File: src/rtl/arb_pkg.sv
// Shared definitions for the two-pipeline shared-resource arbiter.
package arb_pkg;

  typedef enum logic [1:0] {
    IDLE  = 2'd0,
    ISSUE = 2'd1,
    WAIT  = 2'd2,
    RESP  = 2'd3
  } state_e;

  localparam logic OWNER_P1 = 1'b0;
  localparam logic OWNER_P2 = 1'b1;

endpackage

File: src/rtl/rr_picker.sv
// Two-way round-robin picker: a lone candidate always wins, and a tie is
// broken by rr_ptr (0 favours pipeline 1).
module rr_picker (
  input  logic cand_1,
  input  logic cand_2,
  input  logic rr_ptr,
  output logic grant_1,
  output logic grant_2
);

  // Grants are mutually exclusive by construction.
  always_comb begin
    grant_1 = cand_1 && (!cand_2 || !rr_ptr);
    grant_2 = cand_2 && (!cand_1 || rr_ptr);
  end

endmodule

File: src/rtl/shared_resource_arbiter.sv
// Shares one multi-cycle resource between two pipelines: round-robin grant,
// start/done handshake, stall-aware response return, flush and watchdog.
//
// state | meaning
// IDLE  | no transaction; arbitrate between candidates
// ISSUE | one-cycle res_start pulse with the latched operand
// WAIT  | waiting for res_done; watchdog running
// RESP  | result presented to the owner until consumed or flushed
module shared_resource_arbiter
  import arb_pkg::*;
#(
  parameter int DATA_W      = 32,
  parameter int TIMEOUT_CYC = 255
) (
  input  logic              clk,
  input  logic              reset,
  input  logic              req_valid_1,
  input  logic [DATA_W-1:0] req_data_1,
  input  logic              flush_1,
  output logic              out_stall_1,
  output logic              rsp_valid_1,
  output logic [DATA_W-1:0] rsp_data_1,
  input  logic              in_stall_1,
  input  logic              req_valid_2,
  input  logic [DATA_W-1:0] req_data_2,
  input  logic              flush_2,
  output logic              out_stall_2,
  output logic              rsp_valid_2,
  output logic [DATA_W-1:0] rsp_data_2,
  input  logic              in_stall_2,
  output logic              res_start,
  output logic [DATA_W-1:0] res_operand,
  input  logic              res_done,
  input  logic [DATA_W-1:0] res_result,
  output logic              owner,
  output logic              busy,
  output logic              err_timeout
);

  localparam int CNT_W = $clog2(TIMEOUT_CYC + 1);
  // WAIT cycle number k holds count k-1, so the last allowed cycle is TIMEOUT_CYC-1.
  localparam logic [CNT_W-1:0] CNT_LAST = CNT_W'(TIMEOUT_CYC - 1);

  state_e              state_q, state_d;
  logic                rr_ptr_q, rr_ptr_d;
  logic                owner_q, owner_d;
  logic                flush_pend_q, flush_pend_d;
  logic                err_q, err_d;
  logic [DATA_W-1:0]   operand_q, operand_d;
  logic [DATA_W-1:0]   result_q, result_d;
  logic [CNT_W-1:0]    cnt_q, cnt_d;

  logic cand_1, cand_2, grant_1, grant_2;
  logic is_idle, flush_own, in_stall_own;

  assign cand_1       = req_valid_1 && !flush_1;
  assign cand_2       = req_valid_2 && !flush_2;
  assign is_idle      = (state_q == IDLE);
  assign flush_own    = (owner_q == OWNER_P2) ? flush_2 : flush_1;
  assign in_stall_own = (owner_q == OWNER_P2) ? in_stall_2 : in_stall_1;

  rr_picker u_rr_picker (
    .cand_1  (cand_1),
    .cand_2  (cand_2),
    .rr_ptr  (rr_ptr_q),
    .grant_1 (grant_1),
    .grant_2 (grant_2)
  );

  assign out_stall_1 = cand_1 && !(is_idle && grant_1);
  assign out_stall_2 = cand_2 && !(is_idle && grant_2);
  assign res_start   = (state_q == ISSUE);
  assign res_operand = operand_q;
  assign rsp_valid_1 = (state_q == RESP) && (owner_q == OWNER_P1);
  assign rsp_valid_2 = (state_q == RESP) && (owner_q == OWNER_P2);
  // Data is gated so non-owner and idle outputs read as zero.
  assign rsp_data_1  = rsp_valid_1 ? result_q : '0;
  assign rsp_data_2  = rsp_valid_2 ? result_q : '0;
  assign owner       = owner_q;
  assign busy        = !is_idle;
  assign err_timeout = err_q;

  // Next-state logic for the transaction FSM, watchdog and datapath.
  always_comb begin
    state_d      = state_q;
    rr_ptr_d     = rr_ptr_q;
    owner_d      = owner_q;
    flush_pend_d = flush_pend_q;
    err_d        = err_q;
    operand_d    = operand_q;
    result_d     = result_q;
    cnt_d        = cnt_q;
    case (state_q)
      IDLE: begin
        if (grant_1 || grant_2) begin
          owner_d      = grant_2 ? OWNER_P2 : OWNER_P1;
          operand_d    = grant_2 ? req_data_2 : req_data_1;
          flush_pend_d = 1'b0;
          state_d      = ISSUE;
        end
      end
      ISSUE: begin
        if (flush_own) flush_pend_d = 1'b1;
        cnt_d   = '0;
        state_d = WAIT;
      end
      WAIT: begin
        // A done on the final watchdog cycle still counts as completion.
        if (res_done) begin
          if (flush_pend_q || flush_own) begin
            rr_ptr_d = ~owner_q;
            state_d  = IDLE;
          end else begin
            result_d = res_result;
            state_d  = RESP;
          end
        end else begin
          if (flush_own) flush_pend_d = 1'b1;
          if (cnt_q == CNT_LAST) begin
            err_d    = 1'b1;
            rr_ptr_d = ~owner_q;
            state_d  = IDLE;
          end else begin
            cnt_d = cnt_q + CNT_W'(1);
          end
        end
      end
      RESP: begin
        if (flush_own || !in_stall_own) begin
          rr_ptr_d = ~owner_q;
          state_d  = IDLE;
        end
      end
      default: state_d = IDLE;
    endcase
  end

  // State and datapath registers; everything clears on reset.
  always_ff @(posedge clk or negedge reset) begin
    if (!reset) begin
      state_q      <= IDLE;
      rr_ptr_q     <= 1'b0;
      owner_q      <= OWNER_P1;
      flush_pend_q <= 1'b0;
      err_q        <= 1'b0;
      operand_q    <= '0;
      result_q     <= '0;
      cnt_q        <= '0;
    end else begin
      state_q      <= state_d;
      rr_ptr_q     <= rr_ptr_d;
      owner_q      <= owner_d;
      flush_pend_q <= flush_pend_d;
      err_q        <= err_d;
      operand_q    <= operand_d;
      result_q     <= result_d;
      cnt_q        <= cnt_d;
    end
  end

endmodule

File: config.mk
export PLATFORM = sky130hd
export DESIGN_NAME = shared_resource_arbiter
export DESIGN_NICKNAME = d
export VERILOG_FILES = /design/src/rtl/arb_pkg.sv /design/src/rtl/rr_picker.sv /design/src/rtl/shared_resource_arbiter.sv
export SDC_FILE = /design/constraint.sdc
export NUM_CORES = 1
export LEC_CHECK = 0
export ABC_CLOCK_PERIOD_IN_PS = 2000
export CAP_MARGIN = 20
export CELL_PAD_IN_SITES_DETAIL_PLACEMENT = 1
export CELL_PAD_IN_SITES_GLOBAL_PLACEMENT = 1
export CORE_MARGIN = 2
export CORE_UTILIZATION = 29
export CTS_CLUSTER_DIAMETER = 50
export CTS_CLUSTER_SIZE = 14
export DETAILED_ROUTE_END_ITERATION = 8
export PLACE_DENSITY = 0.79
export REMOVE_ABC_BUFFERS = 1
export SYNTH_ARGS = -nofsm -noshare
export SYNTH_HDL_FRONTEND = slang
export SYNTH_SLANG_ARGS = --single-unit
export TNS_END_PERCENT = 50
File: constraint.sdc
create_clock -name clk -period 2 [get_ports clk]
set_clock_uncertainty 0.05 [all_clocks]
set_input_delay 0.2 -clock clk [delete_from_list [all_inputs] [get_ports clk]]
set_output_delay 0.2 -clock clk [all_outputs]
set_load 0.02 [all_outputs]
==> flow_metrics.tcl <==
set metrics [dict create \
    clock.fmax_mhz 521 \
    worstPathArrival_ns 1.67 \
    htree_levels 3 \
    maxSlewViolCount 0 \
    yosysWarnings 0 \
    areaGrowthSynthToFinish_pct 63.5 \
    outcome "complete, no violations" \
    drive_gt1_share_pct 18.1 \
    synth_ff_type "dfrtp_1" \
    syn_area_sq_mm 0.00400 \
    path_max_fanout 36 \
    dp.cells 749 \
    cellLeakagePower_nw 3.06 \
    synth_cell_types 41 \
    cts_tree "yes" \
    slew-limit-headroom_pct 64.0 \
    setup_viol 0 \
    firstDrtPassIters 4 \
    die_height_microns 121 \
    place.port_buffers 208 \
    clock-root-buffer "clkbuf_16" \
    fin_util_pct 49.0 \
    cts_buffers 9 \
    fillCellCount 1487 \
    hold_class "in2async" \
    dp.final_hpwl_microns 9760 \
    syn_avg_cell_area_sq_um 10.7 \
    fp.dieW_microns 121 \
    worst_pin_slew_ns 0.541 \
    required_ns 1.75 \
    grt-ovfl-total 0 \
    routed_wl_microns 12700 \
    wire_per_inst_microns 16.6 \
    antenna_found_initial 0 \
    post-cts-setup-buffers 0 \
    num-nets-final 697 \
    min_period_ns 1.92 \
    final_hold_viol_count 0 \
    die_area_sq_mm 0.0147 \
    insertedDiodeCount 0 \
    min_period_over_period_pct 96.1 \
    layoutNonFillerInstCount 766 \
    first_iter_violations 93 \
    synthArstFlopShare_pct 100 \
    critPathLaunchType "flip-flop" \
    cts.sinks 78 \
    path_clk_slew_ns 0.06 \
    cts.path.max_buffers 2 \
    rsz0062_at_grt "false" \
    cp-end-kind "output pin" \
    synth-edff-count 0 \
    groute.usage.overall_pct 17.7 \
    vdd_drop_max_v 0.000451 \
    vias_per_cell 4.80 \
    cap_violations 0 \
    grt_max_degree 66 \
    critPathKind "reg2out" \
    globalplace.congestion 0.830 \
    ys_seq_elements 78 \
    fin_setup_tns_ns 0 \
    drt.antenna.violating_nets 0 \
    core_area_sq_mm 0.0133 \
    ios 209 \
    clock_latency_ns 0.33 \
    vias 3679 \
    p_per_area_mw_per_mm2 1240 \
    grt_pass1_vias 4018 \
    power_mw 8.12 \
    grt_pass1_wl_microns 20400 \
    yosysSeqAreaShare_pct 48.8 \
    rows 42 \
    synthCells 373 \
    drc 0 \
    start_util_pct 29.9 \
]
[timing repair]
item                                    in CTS  in global routing
endpoints found under the setup margin      71                 47
hold endpoints to repair                    37                  0
gates resized for setup                    143                 43
cloned                                       0                  0
hold buffers                                 1                  0
pin swaps                                    0                  0
[power by group]
part	switching [mW]	internal [mW]	total (mW)
logic	2.02	1.85	3.87
registers	0.479	2.28	2.76
clock network	0.621	0.869	1.49
[final timing paths]
path                                             startpoint                          end  slack (ns)  cells after the start
worst max-delay path                 state_q[0]$_DFFE_PN0P_                rsp_data_2[7]        0.08                      4
worst min-delay path                                  reset     result_q[26]$_DFFE_PN0P_        0.35                      2
worst max register to register       state_q[0]$_DFFE_PN0P_         cnt_q[5]$_DFFE_PN0P_        0.10                      6
worst min register to register  res_operand[13]$_DFFE_PN0P_  res_operand[13]$_DFFE_PN0P_        0.43                      2
max in group asynchronous                             reset            owner$_DFFE_PN0P_        0.96                      3
min in group clk                res_operand[13]$_DFFE_PN0P_  res_operand[13]$_DFFE_PN0P_        0.43                      2
[synth_stat cells, types with 2 or more instances]
master / number / area share (%)
and2_1: 33 / 5.2
and3_1: 33 / 5.2
nand2b_1: 4 / 0.63
a31oi_1: 4 / 0.63
nor2b_1: 3 / 0.47
dfrtp_1: 78 / 49
o211ai_1: 3 / 0.56
nand3_1: 7 / 0.88
a21oi_1: 3 / 0.38
buf_6: 3 / 0.85
ha_1: 7 / 2.2
buf_2: 3 / 0.38
nor2_1: 4 / 0.38
clkbuf_1: 15 / 1.4
a21o_1: 2 / 0.38
inv_1: 8 / 0.75
mux2i_1: 34 / 8.5
buf_4: 5 / 0.94
o311ai_0: 2 / 0.44
mux2_1: 2 / 0.56
o31ai_1: 2 / 0.38
nand2_1: 37 / 3.5
mux2_2: 30 / 8.5
o21ai_0: 34 / 4.3
[final cells by class]
class	count	area, sq um	share of cell area [%]
Inverter	8	30.0	0.460
Clock buffer	12	246	3.77
Tap cell	176	220	3.37
Timing Repair Buffer	227	2160	33.0
Clock inverter	4	22.5	0.345
Multi-Input combinational cell	261	1900	29.1
Sequential cell	78	1950	29.9
[per-stage QoR]
step	setup WS [ns]	area, sq um	hold WS, ns
after floorplan	-0.612	3850	-0.146
after detailed placement	-0.0914	6350	0.171
after global routing	0.000115	6540	0.401
after CTS	0.00919	6640	0.376
final	0.0789	6540	0.352
after global placement	-0.0183	6350	0.169
[flip-flops by register name (all words and copies together) (netlist names)]
| name | count |
|---|---|
| state_q | 2 |
| cnt_q | 8 |
| owner | 1 |
| result_q | 32 |
| flush_pend_q | 1 |
| rr_ptr_q | 1 |
| res_operand | 32 |
| err_timeout | 1 |
[cells in the final DEF, fill, tap and decap left out, types with 7 or more instances in the layout]
cell type,Yosys,routed
clkbuf_16,0,9
mux2_2,30,30
nand2_1,37,37
clkdlybuf4s15_1,0,14
nand3_1,7,7
dfrtp_1,78,77
buf_4,5,12
o21ai_0,34,34
and2_1,33,33
mux2i_1,34,34
buf_2,3,24
and3_1,33,33
clkdlybuf4s50_1,0,137
clkdlybuf4s15_2,0,8
dlygate4sd2_1,0,23
inv_1,8,7
[metal layers]
layer,wire length [microns],global-route usage (%),vias to the layer above
li1,-,-,1729
met5,0,0,-
met4,206,6.11,0
met3,971,4.75,16
met2,6570,32.3,146
met1,4950,19.6,1788
[kinds of logic (layout without fill, tap and decap cells)]
kind of cell / Yosys count / in the layout / synth area share (%)
AOI/OAI and AO/OA: 57 / 57 / 8.52
and+or+nand+nor: 129 / 129 / 18.0
buffers and inverters: 34 / 251 / 4.32
xor gates and xnor gates: 1 / 1 / 0.219
adders and majority gates: 7 / 7 / 2.19
muxes: 67 / 67 / 17.9
DFF: 78 / 78 / 48.8
[worst max-delay path, stage by stage, from the launching register on]
cell           delay [ns]
dfrtp_1              0.39
ha_2                 0.22
buf_8                0.21
and3_1               0.18
dlygate4sd2_1        0.34
(Power assumes the default switching activity.)
